### config.mk
export PLATFORM = sky130hd
export DESIGN_NAME = seg_scan_driver
export DESIGN_NICKNAME = d
export VERILOG_FILES = /design/src/rtl/seg_scan_driver.sv
export SDC_FILE = /design/constraint.sdc
export NUM_CORES = 1
export LEC_CHECK = 0
export ABC_CLOCK_PERIOD_IN_PS = 5800
export CAP_MARGIN = 15
export CORE_ASPECT_RATIO = 0.7
export CORE_MARGIN = 2
export CORE_UTILIZATION = 45
export DETAILED_ROUTE_END_ITERATION = 8
export PLACE_DENSITY = 0.67
export SLEW_MARGIN = 20
export SYNTH_ARGS = -nofsm -noshare
export SYNTH_HDL_FRONTEND = slang
export SYNTH_SLANG_ARGS = --single-unit
### constraint.sdc
create_clock -name clk -period 5.8 [get_ports clk]
set_input_delay 1.16 -clock clk [delete_from_list [all_inputs] [get_ports clk]]
set_output_delay 1.16 -clock clk [all_outputs]
set_load 0.02 [all_outputs]
### src/rtl/seg_scan_driver.sv
// Eight-digit multiplexed seven-segment scan driver. A new value is staged in
// a pending register and swapped into the display register only at frame end.
module seg_scan_driver #(
   parameter int unsigned SCAN_DIV = 50000,
   parameter int unsigned CNT_W    = 16
) (
   input  logic        clk,
   input  logic        reset,
   input  logic        enable,
   input  logic [31:0] data_in,
   input  logic [7:0]  dp_in,
   input  logic        load,
   input  logic        lz_en,
   output logic [3:0]  digit_nibble,
   output logic [7:0]  digit_sel,
   output logic        dp_out,
   output logic        frame_done
);

   localparam logic [CNT_W-1:0] DIV_LAST = CNT_W'(SCAN_DIV - 1);

   logic [CNT_W-1:0] div_cnt_q, div_cnt_d;
   logic [2:0]       idx_q, idx_d;
   logic [31:0]      disp_val_q, disp_val_d;
   logic [7:0]       disp_dp_q, disp_dp_d;
   logic [31:0]      pend_val_q, pend_val_d;
   logic [7:0]       pend_dp_q, pend_dp_d;
   logic             pend_valid_q, pend_valid_d;
   logic             frame_done_q, frame_done_d;

   logic             tick_s;
   logic             frame_end_s;
   logic             commit_s;
   logic [31:0]      shifted_s;
   logic             blank_s;

   // Next-state logic: divider, digit index, pending/display registers.
   always_comb begin
      tick_s      = enable && (div_cnt_q == DIV_LAST);
      frame_end_s = tick_s && (idx_q == 3'd7);
      commit_s    = frame_end_s && pend_valid_q;

      div_cnt_d    = div_cnt_q;
      idx_d        = idx_q;
      disp_val_d   = disp_val_q;
      disp_dp_d    = disp_dp_q;
      pend_val_d   = pend_val_q;
      pend_dp_d    = pend_dp_q;
      pend_valid_d = pend_valid_q;
      frame_done_d = frame_end_s;

      if (!enable) begin
         div_cnt_d = div_cnt_q;
         idx_d     = idx_q;
      end else if (tick_s) begin
         div_cnt_d = {CNT_W{1'b0}};
         idx_d     = idx_q + 3'd1;
      end else begin
         div_cnt_d = div_cnt_q + CNT_W'(1);
         idx_d     = idx_q;
      end

      // Commit uses the pre-load pending value; a coincident load stays pending.
      if (commit_s) begin
         disp_val_d = pend_val_q;
         disp_dp_d  = pend_dp_q;
      end else begin
         disp_val_d = disp_val_q;
         disp_dp_d  = disp_dp_q;
      end

      if (load) begin
         pend_val_d   = data_in;
         pend_dp_d    = dp_in;
         pend_valid_d = 1'b1;
      end else if (commit_s) begin
         pend_valid_d = 1'b0;
      end else begin
         pend_valid_d = pend_valid_q;
      end
   end

   // State registers with synchronous reset.
   always_ff @(posedge clk) begin
      if (reset) begin
         div_cnt_q    <= {CNT_W{1'b0}};
         idx_q        <= 3'd0;
         disp_val_q   <= 32'd0;
         disp_dp_q    <= 8'd0;
         pend_val_q   <= 32'd0;
         pend_dp_q    <= 8'd0;
         pend_valid_q <= 1'b0;
         frame_done_q <= 1'b0;
      end else begin
         div_cnt_q    <= div_cnt_d;
         idx_q        <= idx_d;
         disp_val_q   <= disp_val_d;
         disp_dp_q    <= disp_dp_d;
         pend_val_q   <= pend_val_d;
         pend_dp_q    <= pend_dp_d;
         pend_valid_q <= pend_valid_d;
         frame_done_q <= frame_done_d;
      end
   end

   // Output decode from registered state; digit 0 is never blanked.
   always_comb begin
      shifted_s    = disp_val_q >> {idx_q, 2'b00};
      digit_nibble = shifted_s[3:0];
      blank_s      = lz_en && (idx_q != 3'd0) && (shifted_s == 32'd0);
      if (!enable || blank_s) begin
         digit_sel = 8'hFF;
         dp_out    = 1'b1;
      end else begin
         digit_sel = ~(8'h01 << idx_q);
         dp_out    = ~disp_dp_q[idx_q];
      end
   end

   assign frame_done = frame_done_q;

endmodule
# After elaboration in Yosys (flattened, before gate mapping)

Index checks and enable logic that the tools add are counted.

Word-level logic and storage cells: 35
Register bits after elaboration: 101

$add $sub $neg: 2
Eq/ne operators: 2
Bitwise gates (word level): 2
Magnitude comparators: 1
Shift operators: 2
Reduce and logical (&&, ||, !) cells: 11
Multiplexer cells: 7

Operators by type and width:

| operator              | count |
|---|---|
| $logic_not 32->1      | 1 |
| $shr 32x5->32         | 1 |
| $add 16x1->16 const B | 1 |
| $eq 16x16->1 const B  | 1 |
| $mux 16               | 1 |
| $mux 8                | 1 |
| $not 8->8             | 1 |
| $shl 1x3->8 const A   | 1 |
| $logic_and 1x1->1     | 5 |
| $lt 3x4->1 const B    | 1 |
| $mux 1                | 4 |
| $add 3x1->3 const B   | 1 |
| $bmux 1 s3            | 1 |
| $eq 3x3->1 const B    | 1 |
| $reduce_bool 3->1     | 1 |
| $reduce_and 2->1      | 1 |
| $reduce_bool 2->1     | 1 |
| $logic_not 1->1       | 1 |
| $logic_or 1x1->1      | 1 |
| $not 1->1             | 1 |

# Longest topological paths before layout

Word-level depth: 6
Mapped depth: 10
Depth with buffers taken out: 8

# Worst setup path after synthesis

Ideal clock, no wire load.

Path type: input to output
Start: input lz_en
End: output dp_out
Stages: 5
Arrival: 2316 ps
Required time: 4640 ps
Path slack: 2324 ps
Cells stage by stage: o21ai_0 > nor4_1 > nand4bb_1 > and4_1 > a31oi_1

Longest elaborated chain between the ends: 4

Ends and longest elaborated chain:

| what                           | line | RTL |
|---|---|---|
| start, declared                | 13   | `input logic lz_en,` |
| $logic_and 1x1->1 (2 in a row) | 110  | `blank_s = lz_en && (idx_q != 3'd0) && (shifted_s == 32'd0);` |
| $logic_or 1x1->1               | 111  | `if (!enable \|\| blank_s) begin` |
| $mux 1                         | 111  |  |
| end, declared                  | 16   | `output logic dp_out,` |

No other way between the ends.

# Worst setup path after layout

Start: register idx_q[0]
End: output dp_out

Longest elaborated chain between the ends: 5
Elaborated cells on any way between the ends: 10

Ends and longest elaborated chain:

| what                                                         | line     | RTL |
|---|---|---|
| start, declared                                              | 23       | `logic [2:0] idx_q, idx_d;` |
| start signal, assigned                                       | 96       | `idx_q <= idx_d;` |
| $shr 32x5->32 / $reduce_bool 3->1 (equally long branches)    | 108, 110 |  |
| $logic_not 32->1 / $logic_and 1x1->1 (equally long branches) | 110      |  |
| $logic_and 1x1->1                                            | 110      |  |
| $logic_or 1x1->1                                             | 111      |  |
| $mux 1 (*)                                                   | 111      |  |

Every way passes the cells marked *; elsewhere a longest branch is shown, timed or not. The select of a mux whose other input is x is not followed.

==> flow_summary_export.csv <==
group,metric,value,unit
sta,final.setup.tns,0,ns
cts,cts_buffers,9,
sta,final-max-slew-violation-count,0,
synth,synth_area_per_cell,9.10,um^2
cts,cts_sinks,101,
synth,synthFlopType,"dfxtp_1",
synth,synth_edf_count,0,
cts,cts_tree,"done",
worst_hold_path,hold_path.class,"flip-flop to flip-flop",
sta,finClkSkew,0.00595,ns
synth,yosysWarningCount,0,
grt,grt_max_degree,90,
die,die_y,89.7,um
detailed_routing,detail-route-antenna-nets,0,
detailed_routing,vias_per_cell,5.33,
sta,setup_violations,0,
cells_and_area,layout-drive-gt1-share,13.3,%
critical_path,rrSetupSlack,3.06,ns
die,start_util,46.0,%
synth,async_flop_share,0,%
critical_path,worstPathArrival,3.60,ns
critical_path,r2r_start,"div_cnt_q[7]$_SDFFE_PP0P_",
critical_path,end_kind,"output port",
sta,min_period,4.76,ns
grt,track_usage,18.6,%
die,die_w,126,um
die,pin_count,59,
detailed_routing,wl,10300,um
grt,grt_overflow,0,
sta,worst_slew_pin_slew,0.798,ns
pwr,vdd_ir_drop_max,0.148,mV
detailed_routing,wl_per_cell,14.8,um
worst_hold_path,worstHoldPathCells,2,
cts,root_buffer,"clkbuf_16",
cells_and_area,finalNetCount,611,
job,cap_violations,0,
sta,slew_headroom,46.8,%
cts,hold_buffers,0,
grt,first_global_vias,3557,
cts,clkLatencyLatePin,0.33,ns
placed_design,io_buffers,58,
synth,ys_seq_area_share,42.8,%
cts,clkTransAtPathRegs,0.06,ns
cts,post_cts_buffers,0,
sta,rsz0062_at_grt,"false",
cells_and_area,multi_input_area,0.00249,mm^2
die,row_count,31,
pwr,p_total,1.38,mW
synth,ys_seq_elements,101,
grt,antenna_found_initial,0,
cells_and_area,post-route-util,54.4,%
placed_design,dpl.hpwl,7320,um
sta,period_share,82.1,%
synth,synth_top_area_share,42.8,%
cts,cts-htree-levels,3,
detailed_routing,drt_iter0_drc,245,
grt,grt_pass1_wl,17400,um
detailed_routing,via_count,3699,
die,core,0.0103,mm^2
critical_path,rr_endpoint,"disp_val_q[29]$_SDFFE_PP0P_",
synth,synth.distinct_cells,50,
die,dieArea,0.0113,mm^2
pwr,p_per_area,246,mW/mm^2
cells_and_area,areaGrowthSynthToFinish,18.4,%
detailed_routing,drc,0,
sta,fmax,0.210,GHz
worst_hold_path,hold_start,"disp_dp_q[2]$_SDFFE_PP0P_",
pwr,p_leak,2.03,nW
sta,hold_viol,0,
cells_and_area,register_area,0.00202,mm^2
detailed_routing,drtPass1Iterations,4,
outcome,outcome,"finished, final reports clean",
cells_and_area,n_fill_cell,928,
synth,syn_inst,519,
synth,yosysMostFrequentCell,"dfxtp_1",
critical_path,ff2ff_path_depth,7,
critical_path,start_kind,"flip-flop",
synth,ys_top_cells_by_area,"dfxtp_1 (43%), mux2i_1 (9.5%), nand2_1 (7.5%)",
placed_design,place.gp.congestion,0.934,
critical_path,crit_fanout,15,
critical_path,path_class,"flip-flop to output port",
critical_path,crit_required,4.64,ns
synth,synthTopCellsByCount,"dfxtp_1 (101), nand2_1 (95), nor2_1 (74)",
cells_and_area,antenna_cells,0,
synth,syn_nets,571,
synth,yosysTopAreaCell,"dfxtp_1",
synth,synth_area,0.00472,mm^2
worst_hold_path,worst_hold_path.endpoint,"disp_dp_q[2]$_SDFFE_PP0P_",
cts,ctsResizeCount,0,
cts,cts_buffer_depth,2,
## worst max-delay path, stage by stage, from the launching register on
cell,delay [ns]
dfxtp_1,0.77
buf_4,0.32
mux4_2,0.54
nor2_1,0.11
a41oi_1,0.07
nand4bb_1,0.39
and4_1,0.30
a31oi_1,0.14
clkdlybuf4s50_1,0.63
## per-layer routing
| layer | share of wire, % | track usage (%) |
|---|---|---|
| met1 | 51 | 27.3 |
| met2 | 43 | 27.9 |
| met3 | 5.7 | 4.46 |
| met4 | 0.33 | 3.66 |
| met5 | 0 | 0 |
## how the worst max path moves through the flow
stage	from	to	slack [ns]	cells past startpoint
final	idx_q[0]$_SDFFE_PP0P_	dp_out	1.04	8
after global routing	idx_q[0]$_SDFFE_PP0P_	dp_out	0.75	9
after CTS	idx_q[0]$_SDFFE_PP0P_	dp_out	1.00	8
after detailed placement	lz_en	dp_out	1.24	7
after global placement	lz_en	dp_out	1.34	7
after floorplan	lz_en	dp_out	2.32	5
## state kept, by name (all words and copies together) (netlist names)
name          count
disp_dp_q         8
disp_val_q       32
div_cnt_q        16
frame_done        1
idx_q             3
pend_dp_q         8
pend_val_q       32
pend_valid_q      1
## placed cells by master, fill, tap and decap left out, types with 3 or more instances in the layout
| cell | count |
|---|---|
| dfxtp_1 | 101 |
| nand2_1 | 95 |
| nor2_1 | 74 |
| clkdlybuf4s50_1 | 56 |
| mux2i_1 | 45 |
| a21oi_2 | 40 |
| nor3_1 | 11 |
| mux4_2 | 9 |
| xor2_1 | 9 |
| clkbuf_16 | 9 |
| o21ai_0 | 8 |
| nor4_1 | 8 |
| nand4_1 | 7 |
| ha_1 | 7 |
| or4_1 | 6 |
| a21oi_1 | 6 |
| inv_1 | 5 |
| or3_1 | 5 |
| nand3_1 | 5 |
| buf_4 | 5 |
| o211ai_1 | 4 |
| xnor2_1 | 4 |
| nand4bb_1 | 3 |
| nand3b_1 | 3 |
## kinds of logic (layout without fill, tap and decap cells)
group | count (synthesis) | after routing | share of synthesized area (%)
adder cells (fa/ha/maj) | 7 | 7 | 1.85
flip-flops | 101 | 101 | 42.8
buffers and inverters | 40 | 83 | 4.53
AND/OR/NAND/NOR | 232 | 232 | 22.5
AO/OA/AOI/OAI | 71 | 71 | 11.8
multiplexers | 55 | 55 | 14.1
XOR/XNOR | 13 | 13 | 2.41
## area by class of cell
class	count	share of cell area, %
flip-flops and latches	101	36.2
multi-input cells	378	44.5
clock inverters	2	0.626
repair buffers	63	11.0
clock buffers	12	4.41
inverters	6	0.403
well taps	132	2.95
## where the power goes
group,switching (mW),internal [mW],total (mW)
combinational,0.0363,0.0458,0.0822
clock,0.233,0.341,0.574
sequential,0.0100,0.712,0.722
## stage by stage
stage / worst slack [ns] / instance area [um^2] / cells / hold slack, ns
6_report: 1.04 / 5590 / 694 / 0.460
2_1_floorplan: 2.32 / 4720 / 519 / 0.438
3_3_place_gp: 1.34 / 5310 / 680 / 0.446
4_1_cts: 1.00 / 5590 / 694 / 0.462
5_1_grt: 0.745 / 5590 / 694 / 0.474
3_5_place_dp: 1.24 / 5310 / 680 / 0.451
(Power assumes the default switching activity.)
